**config.mk**
```make
export PLATFORM = sky130hd
export DESIGN_NAME = api_rx_parse
export DESIGN_NICKNAME = d
export VERILOG_FILES = /design/src/rtl/api_rx_parse.sv
export SDC_FILE = /design/constraint.sdc
export NUM_CORES = 1
export LEC_CHECK = 0
export BUFFER_PORTS_ARGS = -buffer_cell sky130_fd_sc_hd__clkbuf_2
export CAP_MARGIN = 15
export CORE_ASPECT_RATIO = 0.7
export CORE_MARGIN = 4
export CORE_UTILIZATION = 47
export CTS_BUF_LIST = sky130_fd_sc_hd__clkbuf_8
export CTS_CLUSTER_DIAMETER = 30
export DETAILED_ROUTE_END_ITERATION = 8
export GPL_TIMING_DRIVEN = 0
export MAX_ROUTING_LAYER = met4
export PLACE_DENSITY_LB_ADDON = 0.12
export SLEW_MARGIN = 30
export SYNTH_ARGS = -nofsm -noshare
export SYNTH_HDL_FRONTEND = slang
export SYNTH_SLANG_ARGS = --single-unit
```
**constraint.sdc**
```tcl
create_clock -name clk -period 2.8 [get_ports clk]
set_input_delay 0.28 -clock clk [delete_from_list [all_inputs] [get_ports clk]]
set_output_delay 0.28 -clock clk [all_outputs]
set_load 0.01 [all_outputs]
```
**src/rtl/api_rx_parse.sv**
```systemverilog
// RX reply parser: drains the RX FIFO in fixed 4-word blocks, validates the magic word and
// forwards nonce-carrying blocks on a valid/ready result port while counting blank/bad blocks.
`timescale 1ns/1ps

module api_rx_parse #(
  parameter int          BLK_LEN = 4,
  parameter logic [15:0] MAGIC   = 16'hA55A,
  parameter int          CNT_W   = 16
) (
  input  logic             clk,
  input  logic             rst_n,
  input  logic             en,
  input  logic             cnt_clr,
  input  logic             rx_fifo_empty,
  output logic             rx_fifo_rd_en,
  input  logic [31:0]      rx_fifo_dout,
  output logic             res_vld,
  input  logic             res_rdy,
  output logic [31:0]      res_nonce,
  output logic [15:0]      res_job,
  output logic [7:0]       res_chip,
  output logic [31:0]      res_info,
  output logic [CNT_W-1:0] nonce_cnt,
  output logic [CNT_W-1:0] blank_cnt,
  output logic [CNT_W-1:0] err_cnt,
  output logic             busy
);

  localparam int IDX_W = $clog2(BLK_LEN + 1);

  typedef enum logic [1:0] {
    S_IDLE,
    S_READ,
    S_CHK,
    S_OUT
  } state_e;

  state_e             state_q,     state_d;
  logic [IDX_W-1:0]   rd_idx_q,    rd_idx_d;
  logic [IDX_W-1:0]   cap_idx_q,   cap_idx_d;
  logic               cap_vld_q,   cap_vld_d;
  logic               res_vld_q,   res_vld_d;
  logic [31:0]        res_nonce_q, res_nonce_d;
  logic [15:0]        res_job_q,   res_job_d;
  logic [7:0]         res_chip_q,  res_chip_d;
  logic [31:0]        res_info_q,  res_info_d;
  logic [CNT_W-1:0]   nonce_cnt_q, nonce_cnt_d;
  logic [CNT_W-1:0]   blank_cnt_q, blank_cnt_d;
  logic [CNT_W-1:0]   err_cnt_q,   err_cnt_d;
  logic               nonce_inc, blank_inc, err_inc;

  // Captured block fields; only the bits the parser consumes are kept.
  logic [31:0] w_nonce_q;
  logic [15:0] w_job_q;
  logic [7:0]  w_chip_q;
  logic        w_flag_q;
  logic [31:0] w_info_q;
  logic [15:0] w_magic_q;

  function automatic logic [CNT_W-1:0] sat_inc(input logic [CNT_W-1:0] cnt, input logic inc);
    return (inc && (cnt != '1)) ? cnt + CNT_W'(1) : cnt;
  endfunction

  assign rx_fifo_rd_en = (state_q == S_READ) && !rx_fifo_empty && (rd_idx_q < IDX_W'(BLK_LEN));

  always_comb begin
    // NOTE: every always_comb output gets a default first so no path can infer a latch.
    state_d     = state_q;
    rd_idx_d    = rd_idx_q;
    cap_idx_d   = cap_idx_q;
    cap_vld_d   = rx_fifo_rd_en;
    res_vld_d   = res_vld_q;
    res_nonce_d = res_nonce_q;
    res_job_d   = res_job_q;
    res_chip_d  = res_chip_q;
    res_info_d  = res_info_q;
    nonce_inc   = 1'b0;
    blank_inc   = 1'b0;
    err_inc     = 1'b0;

    unique case (state_q)
      S_IDLE: begin
        if (en && !rx_fifo_empty) begin
          state_d   = S_READ;
          rd_idx_d  = '0;
          cap_idx_d = '0;
        end
      end
      S_READ: begin
        if (rx_fifo_rd_en) rd_idx_d = rd_idx_q + IDX_W'(1);
        // Data lags the strobe by one cycle; the last capture closes the block.
        if (cap_vld_q) begin
          cap_idx_d = cap_idx_q + IDX_W'(1);
          if (cap_idx_q == IDX_W'(BLK_LEN - 1)) state_d = S_CHK;
        end
      end
      S_CHK: begin
        if (w_magic_q != MAGIC) begin
          err_inc = 1'b1;
          state_d = S_IDLE;
        end else if (w_flag_q) begin
          res_vld_d   = 1'b1;
          res_nonce_d = w_nonce_q;
          res_job_d   = w_job_q;
          res_chip_d  = w_chip_q;
          res_info_d  = w_info_q;
          state_d     = S_OUT;
        end else begin
          blank_inc = 1'b1;
          state_d   = S_IDLE;
        end
      end
      S_OUT: begin
        if (res_rdy) begin
          res_vld_d = 1'b0;
          nonce_inc = 1'b1;
          state_d   = S_IDLE;
        end
      end
      default: state_d = S_IDLE;
    endcase

    nonce_cnt_d = cnt_clr ? '0 : sat_inc(nonce_cnt_q, nonce_inc);
    blank_cnt_d = cnt_clr ? '0 : sat_inc(blank_cnt_q, blank_inc);
    err_cnt_d   = cnt_clr ? '0 : sat_inc(err_cnt_q, err_inc);
  end

  // NOTE: sequential state uses non-blocking assignments so every flop samples pre-edge values.
  always_ff @(posedge clk or negedge rst_n) begin
    if (!rst_n) begin
      state_q     <= S_IDLE;
      rd_idx_q    <= '0;
      cap_idx_q   <= '0;
      cap_vld_q   <= 1'b0;
      res_vld_q   <= 1'b0;
      res_nonce_q <= '0;
      res_job_q   <= '0;
      res_chip_q  <= '0;
      res_info_q  <= '0;
      nonce_cnt_q <= '0;
      blank_cnt_q <= '0;
      err_cnt_q   <= '0;
    end else begin
      state_q     <= state_d;
      rd_idx_q    <= rd_idx_d;
      cap_idx_q   <= cap_idx_d;
      cap_vld_q   <= cap_vld_d;
      res_vld_q   <= res_vld_d;
      res_nonce_q <= res_nonce_d;
      res_job_q   <= res_job_d;
      res_chip_q  <= res_chip_d;
      res_info_q  <= res_info_d;
      nonce_cnt_q <= nonce_cnt_d;
      blank_cnt_q <= blank_cnt_d;
      err_cnt_q   <= err_cnt_d;
    end
  end

  // NOTE: block storage has no reset; every field is rewritten before CHK ever reads it.
  always_ff @(posedge clk) begin
    if (cap_vld_q) begin
      case (cap_idx_q)
        IDX_W'(0): w_nonce_q <= rx_fifo_dout;
        IDX_W'(1): begin
          w_job_q  <= rx_fifo_dout[31:16];
          w_chip_q <= rx_fifo_dout[15:8];
          w_flag_q <= rx_fifo_dout[0];
        end
        IDX_W'(2): w_info_q  <= rx_fifo_dout;
        default:   w_magic_q <= rx_fifo_dout[15:0];
      endcase
    end
  end

  assign res_vld   = res_vld_q;
  assign res_nonce = res_nonce_q;
  assign res_job   = res_job_q;
  assign res_chip  = res_chip_q;
  assign res_info  = res_info_q;
  assign nonce_cnt = nonce_cnt_q;
  assign blank_cnt = blank_cnt_q;
  assign err_cnt   = err_cnt_q;
  assign busy      = (state_q != S_IDLE);

endmodule
```
==> summary.txt <==
Drt
  – Drt drc: 0
  – Via count: 6,266
  – Met3 wire len: 1410 um
  – Via-to-Cell Ratio: 5.23
  – Metal1 wirelength: 10,500 um
  – ANT nets after route: 0
  – WL final: 22,200 um
  – Met2 WL: 9960 um
  – Wire length per cell: 18.5 um
  – Pre-antenna DRT Iters: 4
  – Top layer in use: met4
  – DR iter-0 viols: 358

Timing
  – Setup ws final: 0.549 ns
  – Fmax: 444 MHz
  – Slew Viols, Final: 0
  – Min Clock Period, post-route: 2.25 ns
  – Final setup viols: 0
  – RSZ-0062 raised after global routing: false
  – Slew @ Worst Pin: 0.781 ns
  – Setup Skew: 0.0245 ns
  – Max-slew headroom: 0.479
  – Hold violation count in the final report: 0
  – Hold Slack: 0.0461 ns
  – Final period util: 0.804

Final layout
  – ANT cells: 0
  – Most frequent cells in the layout: clkbuf_2, dfrtp_1, edfxtp_1
  – Nets@finish: 942
  – Final instance area: 12,300 sq um
  – Layout cells sized above 1: 0.397
  – Commonest non-fill, non-tap cell in the layout: clkbuf_2
  – P&R area growth vs syn: 27.1%

Setup path
  – Worst setup path class: register to register
  – Critical path arrival: 2.64 ns
  – Required time of the critical path: 3.19 ns
  – Kind of cell adding the most delay to the critical path: simple AND/OR/NAND/NOR gates
  – CP Buf/Inv Count: 2
  – CP max stage cell: or4_4
  – CP Launch Type: register
  – Max FO, Critical Path: 10
  – Crit end category: register
  – Reg2Reg Depth: 8
  – CP cell instances: ha_1, nand4_4, or4_4, nand3_2, buf_8, buf_12, mux2i_1, nor2_1
  – R2R Path Start: err_cnt[0]$_DFFE_PN0P_
  – Largest incremental delay on the critical path: 0.55 ns
  – R2R setup slack: 0.55 ns
  – Reg2Reg Capture Point: err_cnt[1]$_DFFE_PN0P_

Global route
  – Global-route wire length before repair: 35,100 um
  – Gr usage total: 0.197
  – Initial antenna violation count: 0
  – Largest net degree at the start of global routing: 60
  – Vias in the first global route: 6,541
  – GRT overflow: 0

Hold path
  – Worst min-delay path startpoint: rx_fifo_empty
  – Hold path endpoint: cap_vld_q$_DFF_PN0_
  – Worst Hold Depth: 2
  – Hold Crit Class: primary input to register

Placed design
  – Worst slack, placed: 0.561 ns
  – Hpwl dp: 15,200 um
  – RePlAce Congestion: 0.841
  – I/O Buffers: 176
  – Placed cell area: 11,100 sq um

Outcome
  – Outcome: complete, no violations

Clocking
  – Clock slew seen by the registers of the worst setup and hold paths: 0.06 ns
  – CTS Buf Count: 44
  – Root buf cell: clkbuf_8
  – CTS tree: yes
  – Sink Count: 251
  – Post-CTS Resized: 0
  – Skew-Pair Late Insertion Delay: 0.54 ns
  – Post-CTS setup buffers: 0
  – Hold-fix buffers, CTS: 33
  – CTS H-tree depth: 2
  – Clk buf depth: 3

Synthesis
  – Post-synthesis mux area share: 0.107
  – Sequential area share after synthesis: 0.702
  – Adder and majority gate portion of the synthesized area: 0.0116
  – Yosys synthesis warning count: 0
  – Post-synth ARST share: 0.582
  – Cell Area, Synth: 9700 sq um
  – Seq cells post-synth: 251
  – Synthesized Nets: 682
  – Post-synthesis compound-gate area fraction: 0.0455
  – Post-synth EDFFs: 105
  – Post-synthesis xor/xnor area fraction: 0.0172
  – Primary FF master, synth: dfrtp_1
  – Mapped Avg Cell Area: 15.3 sq um
  – Mapped Cells: 635
  – Simple-Gate Fraction of Synth Area: 0.102
  – Yosys cell types: 52
  – Largest family of logic cells by synthesized area: multiplexers

Power
  – Leak pwr: 0.00558 uW
  – PwrDens: 690 nW/um^2
  – Tot Pwr: 8500 uW
  – VDD IR-drop max: 0.437 mV

Die
  – Core area: 20,000 sq um
  – Die area: 23,000 sq um
  – FP Rows: 43
  – IO Pins: 177
  – Initial core utilization: 0.485
  – Die H: 128 um
  – Die width: 180 um

Job
  – Max Cap Viol: 0
## metal layers
layer,vias up,GRT usage
met5,-,-
met4,0,0.0475
met2,192,0.296
met1,3134,0.270
li1,2911,-
met3,29,0.0564
## logic make-up (layout without fill, tap and decap cells)
family | after synthesis | in the layout
flops | 251 | 251
simple gates | 165 | 165
mux | 92 | 92
compound gates | 71 | 71
buf+inv | 28 | 322
xor+xnor | 19 | 19
fa+ha+maj | 9 | 9
## metrics by stage
step | std cells | TNS (ns) | util
finish | 1199 | 0 | 0.616
global route | 1199 | 0 | 0.616
CTS | 1199 | 0 | 0.616
detailed placement | 1086 | 0 | 0.552
global placement | 1081 | -165.01 | 0.545
floorplan | 635 | 0 | -
## state kept, by name, indices dropped and copies added (netlist names)
signal	flops
rd_idx_q	3
res_chip	8
blank_cnt	16
w_nonce_q	32
w_info_q	32
res_info	32
w_magic_q	16
w_chip_q	8
w_job_q	16
cap_idx_q	3
res_vld	1
err_cnt	16
res_nonce	32
state_q	2
res_job	16
w_flag_q	1
nonce_cnt	16
cap_vld_q	1
## worst reg2reg max path, cell delays in order (launching register included)
cell	delay (ns)
dfrtp_1	0.42
ha_1	0.27
nand4_4	0.18
or4_4	0.55
nand3_2	0.16
buf_8	0.16
buf_12	0.14
mux2i_1	0.19
nor2_1	0.05
## cells in the mapped netlist (all sizes together), types with 7 or more instances
library cell	number	share of area
a21oi	28	0.016
buf	11	0.0083
clkbuf	11	0.0043
dfrtp	146	0.38
edfxtp	105	0.33
ha	9	0.012
mux2	90	0.10
nand2	26	0.010
nand3	18	0.0098
nand4	16	0.014
nor2	30	0.012
nor2b	8	0.0052
o21ai	20	0.010
o31ai	12	0.0093
or3	13	0.0084
or4	15	0.012
xnor2	7	0.0063
xor2	12	0.011
## worst max-delay path by stage
stage	start	to	slack, ns	depth (start not counted)
after floorplan	err_cnt[0]$_DFFE_PN0P_	err_cnt[1]$_DFFE_PN0P_	0.81	8
after global placement	rst_n	res_nonce[25]$_DFFE_PN0P_	-1.15	1
after detailed placement	err_cnt[0]$_DFFE_PN0P_	err_cnt[1]$_DFFE_PN0P_	0.56	8
after CTS	state_q[0]$_DFFE_PN0P_	rx_fifo_rd_en	0.46	3
after global routing	state_q[0]$_DFFE_PN0P_	rx_fifo_rd_en	0.33	3
final	err_cnt[0]$_DFFE_PN0P_	err_cnt[1]$_DFFE_PN0P_	0.55	8
## final cells by class
cell class | instances | area [sq um]
Fill cell | 1616 | 7680
Sequential cell | 251 | 6810
Multi-Input combinational cell | 356 | 2750
Timing Repair Buffer | 214 | 1340
Clock buffer | 49 | 674
Tap cell | 270 | 338
Clock inverter | 31 | 274
Buffer | 22 | 121
Inverter | 6 | 22.5
## report_power, final
group | total (uW) | switching, uW | internal (uW)
Combinational | 728 | 455 | 273
Sequential | 4210 | 104 | 4100
Clock | 3570 | 1490 | 2080
Power figures use the tool's default switching activity.
